==> src/rtl/alu_seq_pkg.sv <==
// alu_seq_pkg: shared widths, opcode constants and FSM state type for the ALU op sequencer
package alu_seq_pkg;
  localparam logic [3:0] OP_0000 = 4'h0;
  localparam logic [3:0] OP_0001 = 4'h1;
  localparam logic [3:0] OP_0010 = 4'h2;
  localparam logic [3:0] OP_0011 = 4'h3;
  localparam logic [3:0] OP_0100 = 4'h4;
  localparam logic [3:0] OP_0101 = 4'h5;
  localparam logic [3:0] OP_0110 = 4'h6;
  localparam logic [3:0] OP_0111 = 4'h7;
  localparam logic [3:0] OP_1000 = 4'h8;
  localparam logic [3:0] OP_1001 = 4'h9;
  localparam int DEF_WIDTH = 8;
  localparam int DEF_OPCODE_MAX = int'(OP_1001);
  typedef enum logic [1:0] {IDLE, WAIT, RESP} state_t;
endpackage

==> src/rtl/alu_seq_wait_ctr.sv <==
// alu_seq_wait_ctr: loadable settle down-counter; ports clk, rst_n, load/load_val (arm), en (count), done (pulse while en and count==1)
module alu_seq_wait_ctr (
  input  logic       clk,
  input  logic       rst_n,
  input  logic       load,
  input  logic [3:0] load_val,
  input  logic       en,
  output logic       done
);
  logic [3:0] cnt;
  always_ff @(posedge clk or negedge rst_n)
    if (!rst_n) cnt <= '0;
    else if (load) cnt <= load_val;
    else if (en && cnt != 4'd0) cnt <= cnt - 4'd1;
  assign done = en && cnt == 4'd1;
endmodule

==> src/rtl/alu_op_sequencer.sv <==
// alu_op_sequencer: valid/ready front end for an external ALU (req_* in, alu_* drive/capture, rsp_* out, acc chaining); optional flag_mismatch port with ALU_SEQ_FLAGCHECK_EN
module alu_op_sequencer
  import alu_seq_pkg::*;
#(
  parameter int WIDTH = DEF_WIDTH,
  parameter int SETTLE_CYCLES = 1,
  parameter int OPCODE_MAX = DEF_OPCODE_MAX
) (
  input  logic             clk,
  input  logic             rst_n,
  input  logic             req_valid,
  output logic             req_ready,
  input  logic [3:0]       req_opcode,
  input  logic [WIDTH-1:0] req_a,
  input  logic [WIDTH-1:0] req_b,
  input  logic             req_use_acc,
  output logic             rsp_valid,
  input  logic             rsp_ready,
  output logic [WIDTH-1:0] rsp_result,
  output logic             rsp_carry,
  output logic             rsp_s,
  output logic             rsp_z,
  output logic             rsp_p,
  output logic             rsp_err,
`ifdef ALU_SEQ_FLAGCHECK_EN
  output logic             flag_mismatch,
`endif
  output logic [3:0]       alu_opcode,
  output logic [WIDTH-1:0] alu_a,
  output logic [WIDTH-1:0] alu_b,
  input  logic [WIDTH-1:0] alu_result,
  input  logic             alu_carry,
  input  logic             alu_s,
  input  logic             alu_z,
  input  logic             alu_p,
  output logic [WIDTH-1:0] acc
);
  localparam logic [3:0] SETTLE = 4'(SETTLE_CYCLES);
  localparam logic [3:0] OPMAX = 4'(OPCODE_MAX);
  state_t state, state_nx;
  logic accept, illegal, done;
  assign accept = req_valid && req_ready;
  assign illegal = req_opcode > OPMAX;
  alu_seq_wait_ctr u_ctr (
    .clk(clk),
    .rst_n(rst_n),
    .load(accept && !illegal),
    .load_val(SETTLE),
    .en(state == WAIT),
    .done(done)
  );
  always_ff @(posedge clk or negedge rst_n)
    if (!rst_n) state <= IDLE;
    else state <= state_nx;
  always_comb
    state_nx = state == IDLE ? (accept ? (illegal ? RESP : WAIT) : IDLE) :
               state == WAIT ? (done ? RESP : WAIT) :
               (rsp_ready ? IDLE : RESP);
  always_comb begin
    req_ready = state == IDLE;
    rsp_valid = state == RESP;
  end
  always_ff @(posedge clk or negedge rst_n)
    if (!rst_n) begin
      alu_opcode <= '0;
      alu_a <= '0;
      alu_b <= '0;
      rsp_result <= '0;
      {rsp_carry, rsp_s, rsp_z, rsp_p, rsp_err} <= '0;
      acc <= '0;
`ifdef ALU_SEQ_FLAGCHECK_EN
      flag_mismatch <= 1'b0;
`endif
    end else if (accept && !illegal) begin
      alu_opcode <= req_opcode;
      alu_a <= req_use_acc ? acc : req_a;
      alu_b <= req_b;
    end else if (accept) begin
      rsp_result <= '0;
      {rsp_carry, rsp_s, rsp_z, rsp_p, rsp_err} <= 5'b00001;
`ifdef ALU_SEQ_FLAGCHECK_EN
      flag_mismatch <= 1'b0;
`endif
    end else if (done) begin
      rsp_result <= alu_result;
      {rsp_carry, rsp_s, rsp_z, rsp_p, rsp_err} <= {alu_carry, alu_s, alu_z, alu_p, 1'b0};
      acc <= alu_result;
`ifdef ALU_SEQ_FLAGCHECK_EN
      flag_mismatch <= (alu_z != (alu_result == '0)) || (alu_s != alu_result[WIDTH-1]);
`endif
    end
endmodule

==> config.mk <==
export PLATFORM = sky130hd
export DESIGN_NAME = alu_op_sequencer
export DESIGN_NICKNAME = d
export VERILOG_FILES = /design/src/rtl/alu_seq_pkg.sv /design/src/rtl/alu_seq_wait_ctr.sv /design/src/rtl/alu_op_sequencer.sv
export SDC_FILE = /design/constraint.sdc
export NUM_CORES = 1
export LEC_CHECK = 0
export ABC_CLOCK_PERIOD_IN_PS = 1800
export CORE_MARGIN = 8
export CORE_UTILIZATION = 43
export CTS_CLUSTER_DIAMETER = 50
export DETAILED_ROUTE_END_ITERATION = 8
export PLACE_DENSITY = 0.89
export SYNTH_ARGS = -nofsm -noshare
export SYNTH_HDL_FRONTEND = slang
export SYNTH_SLANG_ARGS = --single-unit
export TNS_END_PERCENT = 1
==> constraint.sdc <==
create_clock -name clk -period 1.8 [get_ports clk]
set_input_delay 0.27 -clock clk [delete_from_list [all_inputs] [get_ports clk]]
set_output_delay 0.27 -clock clk [all_outputs]
set_load 0.1 [all_outputs]
# ---- Word-level counts from Yosys, hierarchy flattened
# Index checks and enable logic that the tools add are counted.
dict set report op_classes {
  addsub 1
  n_mul 0
  div_mod_pow 0
  order_cmp 1
  n_eq_ne 3
  shifts 0
  muxes 21
  bitwise 2
  reduce_logical 11
}
# operator count
set op_table {}
lappend op_table {{two-way mux 8 bit} 3}
lappend op_table {{two-way mux 2 bit} 6}
lappend op_table {{two-way mux 1 bit} 10}
lappend op_table {{two-way mux 4 bit} 2}
lappend op_table {{equality test 4 x 1 -> 1 bit (second input constant)} 1}
lappend op_table {{greater-than comparator 4 bit (second input constant)} 1}
lappend op_table {{logical AND 1 bit} 4}
lappend op_table {{nonzero test 2 bit} 2}
lappend op_table {{nonzero test 4 bit} 1}
lappend op_table {{subtractor 4 x 1 -> 4 bit (second input constant)} 1}
lappend op_table {{AND reduction 3 bit} 1}
lappend op_table {{equality test 2 x 1 -> 1 bit (second input constant)} 1}
lappend op_table {{equality test 2 bit (second input constant)} 1}
lappend op_table {{logical NOT 2 bit} 1}
lappend op_table {{inverter 1 bit} 2}
lappend op_table {{AND reduction 2 bit} 1}
lappend op_table {{logical NOT 1 bit} 1}
dict set report word_totals {
  register_bits 47
  latchBits 0
  ram_bits 0
  romBits 0
  out_inout_bits 43
  word_cells 51
  mem_count 0
}

# ---- Logic depth before layout (Yosys ltp)
dict set report logic_depth {
  word_depth 5
  ltp_mapped 6
  mapped_depth_nobuf 5
}

# ---- Modules after synthesis
# A second synthesis with hierarchy kept.
dict set report hier_totals {
  cells_unflattened 154
  area_unflattened_um2 2004.4
}
# mod instances cells_each area_per_inst_um2 seq_area_each_um2
set modules_own_cells {}
lappend modules_own_cells {alu_op_sequencer 1 124 1737.9 1076.0}
lappend modules_own_cells {alu_seq_wait_ctr 1 30 266.5 100.1}

# ---- Least setup slack after synthesis
# No wires, ideal clock.
dict set report synth_timing {
  path_type {register to output}
  from {register state[1]}
  to {output rsp_valid}
  arrival_ps 1715
  t_required_ps 1530
  slack_ps -185
  path_stages_with_launch 3
  path_cell_list {dfrtp_1 > inv_1 > nor2_1}
}
dict set report synth_between {
  elab_chain_len 1
}
# element line_no
set synth_lines {}
lappend synth_lines {{from (decl)} alu_op_sequencer.sv:40} ;# state_t state, state_nx;
lappend synth_lines {{from (signal assigned)} alu_op_sequencer.sv:54} ;# else state <= state_nx;
lappend synth_lines {{equality test 2 bit} alu_op_sequencer.sv:61} ;# rsp_valid = state == RESP;
lappend synth_lines {{to (decl)} alu_op_sequencer.sv:17} ;# output logic rsp_valid,
# Every way passes these cells.

# ---- Worst setup path after layout
dict set report layout_timing {
  from {register u_ctr.cnt[1]}
  to {register acc[0]}
}
dict set report layout_between {
  elab_chain_len 3
}
# element line_no
set layout_lines {}
lappend layout_lines {{from (decl)} alu_seq_wait_ctr.sv:10} ;# logic [3:0] cnt;
lappend layout_lines {{from (signal assigned)} alu_seq_wait_ctr.sv:13} ;# else if (load) cnt <= load_val;
lappend layout_lines {{from (signal assigned)} alu_seq_wait_ctr.sv:14} ;# else if (en && cnt != 4'd0) cnt <= cnt - 4'd1;
lappend layout_lines {{equality test 4 x 1 -> 1 bit} alu_seq_wait_ctr.sv:15} ;# assign done = en && cnt == 4'd1;
lappend layout_lines {{logical AND 1 bit} alu_seq_wait_ctr.sv:15}
lappend layout_lines {{AND reduction 3 bit (no line)} -}
lappend layout_lines {{to (signal assigned)} alu_op_sequencer.sv:87} ;# acc <= alu_result;
lappend layout_lines {{to (decl)} alu_op_sequencer.sv:36} ;# output logic [WIDTH-1:0] acc
# Every way passes these cells.
# A chain may end at the register's enable or synchronous reset.

==> tab_implementation.tex <==
\begin{tabular}{lr}
\hline
Metric & Value \\
\hline
\multicolumn{2}{l}{\textbf{Finish}} \\
Non-filler instance count after layout & 287 \\
Commonest non-fill, non-tap cell in the layout & sky130\_fd\_sc\_hd\_\_dfrtp\_1 \\
Ratio of cells with drive above 1 in the final layout & 0.464 \\
Number of fill cells & 349 \\
Area growth from synthesis to layout & 54.0\% \\
Number of antenna cells inserted & 0 \\
Net count of the finished layout & 272 \\
Most frequent cells in the layout & 47 x sky130\_fd\_sc\_hd\_\_dfrtp\_1, 44 x sky130\_fd\_sc\_hd\_\_buf\_4, 35 x sky130\_fd\_sc\_hd\_\_clkdlybuf4s50\_1, 27 x sky130\_fd\_sc\_hd\_\_mux2\_2 \\
\multicolumn{2}{l}{\textbf{Routing}} \\
Vias & 1445 \\
Number of iterations in the first detailed-routing pass & 4 \\
Routed WL & 5040 um \\
Violation count after the first detailed-route iteration & 79 \\
Total length of routed met2 wires & 2590 um \\
Highest routing layer actually used & met4 \\
Average via count per standard cell & 5.03 \\
Post-route antenna net violation count & 0 \\
Detailed-routing wirelength on met1 & 1960 um \\
Number of remaining DRC errors & 0 \\
Met3 WL & 446 um \\
Post-detailed-route wirelength per cell & 17.5 um \\
\multicolumn{2}{l}{\textbf{Logic synthesis}} \\
Post-Syn Area & 2010 um2 \\
Syn. warnings & 0 \\
Portion of synthesized cell area occupied by the leading cell type & 0.584 \\
Mean area per synthesized cell & 14.7 um2 \\
Synthesized Nets & 177 \\
Netlist cell types & 28 \\
Proportion of synthesized chip area in sequential cells & 0.584 \\
Post-Syn Instances & 137 \\
Top cells by area in the synthesized netlist & sky130\_fd\_sc\_hd\_\_dfrtp\_1 58\%, sky130\_fd\_sc\_hd\_\_mux2\_2 15\%, sky130\_fd\_sc\_hd\_\_mux2\_4 6.0\% \\
Synth Register Bits & 47 \\
Cell taking the most area after synthesis & sky130\_fd\_sc\_hd\_\_dfrtp\_1 \\
\multicolumn{2}{l}{\textbf{Floorplan}} \\
Die width & 84.4 um \\
Starting Density & 0.435 \\
Die Ht & 84.4 um \\
Core Footprint & 4630 um2 \\
Die area & 7130 um2 \\
Number of placement rows & 25 \\
Count of boundary I/O pins & 80 \\
\multicolumn{2}{l}{\textbf{Clock tree}} \\
Clock tree from TritonCTS & done \\
Clock slew seen by the registers of the worst setup and hold paths & 90 ps \\
Max Root-Sink Buffers & 2 \\
Worst-skew pair later-pin latency & 300 ps \\
TritonCTS Buffers & 5 \\
Clk Tree Root Cell & sky130\_fd\_sc\_hd\_\_clkbuf\_8 \\
H-tree depth reported by CTS & 2 \\
Post-CTS setup buffers & 0 \\
Clock sink count & 47 \\
\multicolumn{2}{l}{\textbf{Timing}} \\
Smallest hold slack & 441 ps \\
Final setup slack of the worst path & 176 ps \\
Final hold violation count & 0 \\
Worst-Margin Slew & 419 ps \\
Fin. max-slew vios & 0 \\
\# setup viols final & 0 \\
Setup repair after global routing missed its margin & false \\
Maximum clock rate & 0.616 GHz \\
Share of the clock period used by the worst path after layout & 0.902 \\
Final critical-path required period & 1620 ps \\
Worst max-slew margin expressed relative to the limit & 0.721 \\
Layout Skew & 3.67 ps \\
\multicolumn{2}{l}{\textbf{Global route}} \\
Maximum number of pins on one net before global-route repair & 32 \\
Antenna violations before repair & 0 \\
Wire length of the first global-routing pass & 8370 um \\
GRT overflow & 0 \\
Global-route total usage across every layer & 0.147 \\
Vias in the first global route & 1659 \\
\multicolumn{2}{l}{\textbf{Min path}} \\
Kind of path behind the tightest hold check & input pin to async pin \\
\multicolumn{2}{l}{\textbf{Place}} \\
Number of buffer cells added on primary ports & 79 \\
Cells after DPL & 278 \\
Half-perimeter wire length after detailed placement & 3930 um \\
Placement Setup Slack & -81.2 ps \\
Final estimated routing congestion in global placement & 0.790 \\
\multicolumn{2}{l}{\textbf{Worst setup path}} \\
Kind of start point of the critical path & flip-flop \\
Setup crit end kind & flip-flop \\
Peak fanout along the critical path & 17 \\
Setup slack on the worst flop-to-flop path & 180 ps \\
Timing startpoint of the critical path & u\_ctr.cnt[1]\$\_DFFE\_PN0P\_ \\
Data arrival at the endpoint of the critical path & 1820 ps \\
Startpoint of the worst register-to-register path & u\_ctr.cnt[1]\$\_DFFE\_PN0P\_ \\
Data required time at the worst endpoint & 1990 ps \\
Path type of the worst setup path & flip-flop to flip-flop \\
\multicolumn{2}{l}{\textbf{Outcome}} \\
Result of the run & complete, no violations \\
\multicolumn{2}{l}{\textbf{Run}} \\
Number of maximum-capacitance constraint violations & 0 \\
\hline
\end{tabular}
==> cell families after synthesis <==
kind of cell / share of synthesized area
buf+inv: 0.0261
mux: 0.220
flops: 0.584
simple gates: 0.0640
compound gates: 0.0870
fa+ha+maj: 0.0186
==> worst max-delay path: stages (launching register included) <==
cell and delay [ps]:
sky130_fd_sc_hd__dfrtp_1 400, sky130_fd_sc_hd__inv_1 100, sky130_fd_sc_hd__ha_1 140, sky130_fd_sc_hd__nor3b_2 200, sky130_fd_sc_hd__and2_4 200, sky130_fd_sc_hd__buf_12 140
sky130_fd_sc_hd__mux2_2 340
==> state kept, by name (all words and copies together) (netlist names), 2 cells and up <==
signal	cells
alu_a	8
acc	8
u_ctr.cnt	4
state	2
alu_opcode	4
alu_b	8
rsp_result	8
==> cells in the mapped netlist <==
| master | instances |
|---|---|
| sky130_fd_sc_hd__o22a_2 | 1 |
| sky130_fd_sc_hd__nand2b_1 | 1 |
| sky130_fd_sc_hd__a21oi_1 | 3 |
| sky130_fd_sc_hd__or3_1 | 1 |
| sky130_fd_sc_hd__a22oi_1 | 1 |
| sky130_fd_sc_hd__mux2_4 | 8 |
| sky130_fd_sc_hd__a22o_1 | 12 |
| sky130_fd_sc_hd__nor2_1 | 3 |
| sky130_fd_sc_hd__or2b_1 | 1 |
| sky130_fd_sc_hd__ha_1 | 3 |
| sky130_fd_sc_hd__buf_4 | 1 |
| sky130_fd_sc_hd__nor3_1 | 2 |
| sky130_fd_sc_hd__and2_1 | 1 |
| sky130_fd_sc_hd__o21a_1 | 1 |
| sky130_fd_sc_hd__nor3b_1 | 3 |
| sky130_fd_sc_hd__or3b_2 | 1 |
| sky130_fd_sc_hd__nor2_8 | 1 |
| sky130_fd_sc_hd__inv_1 | 3 |
| sky130_fd_sc_hd__mux2_2 | 27 |
| sky130_fd_sc_hd__o21ai_0 | 6 |
| sky130_fd_sc_hd__buf_12 | 1 |
| sky130_fd_sc_hd__dfrtp_1 | 47 |
| sky130_fd_sc_hd__buf_2 | 2 |
| sky130_fd_sc_hd__nor2b_2 | 1 |
| sky130_fd_sc_hd__clkbuf_1 | 1 |
| sky130_fd_sc_hd__or3b_4 | 1 |
| sky130_fd_sc_hd__nand3_1 | 2 |
| sky130_fd_sc_hd__mux2i_1 | 2 |
==> per-layer routing <==
layer  global-route usage  up-vias
met2                0.253       46
li1                     -      684
met5                    0        -
met3               0.0673        6
met1                0.159      709
met4               0.0340        0
==> per-stage QoR <==
stage	instance area [um2]	TNS, ps	util
floorplan	2020	-154	-
global placement	2970	-1080	0.641
detailed placement	2970	-1170	0.641
CTS	3100	0	0.669
global route	3100	0	0.670
finish	3100	0	0.670
==> final timing paths <==
kind / end / depth (start not counted)
max: acc[0]$_DFFE_PN0P_ / 6
min: acc[1]$_DFFE_PN0P_ / 2
max reg2reg: acc[0]$_DFFE_PN0P_ / 6
min reg2reg: rsp_p$_DFFE_PN0P_ / 1
max in group asynchronous: rsp_p$_DFFE_PN0P_ / 3
min in group clk: rsp_p$_DFFE_PN0P_ / 1
==> timing repair <==
| item | 4_1_cts | 5_1_grt |
|---|---|---|
| gates resized for setup | 0 | 2 |
| hold buffers | 1 | 0 |
| endpoints found under the setup margin | 0 | 8 |
| hold endpoints to repair | 16 | 0 |
==> area by class of cell <==
| type | count | area (um2) | share of cell area |
|---|---|---|---|
| timing repair buffer | 93 | 936 | 0.302 |
| multi-input combinational | 82 | 796 | 0.256 |
| clock buffer | 5 | 68.8 | 0.0222 |
| sequential | 47 | 1180 | 0.379 |
| tap | 54 | 67.6 | 0.0218 |
| clock inverter | 3 | 47.5 | 0.0153 |
| inverter | 3 | 11.3 | 0.00363 |
Power is not shown: default switching activity piles up to over one toggle a cycle in this logic, so the estimate is an artifact.
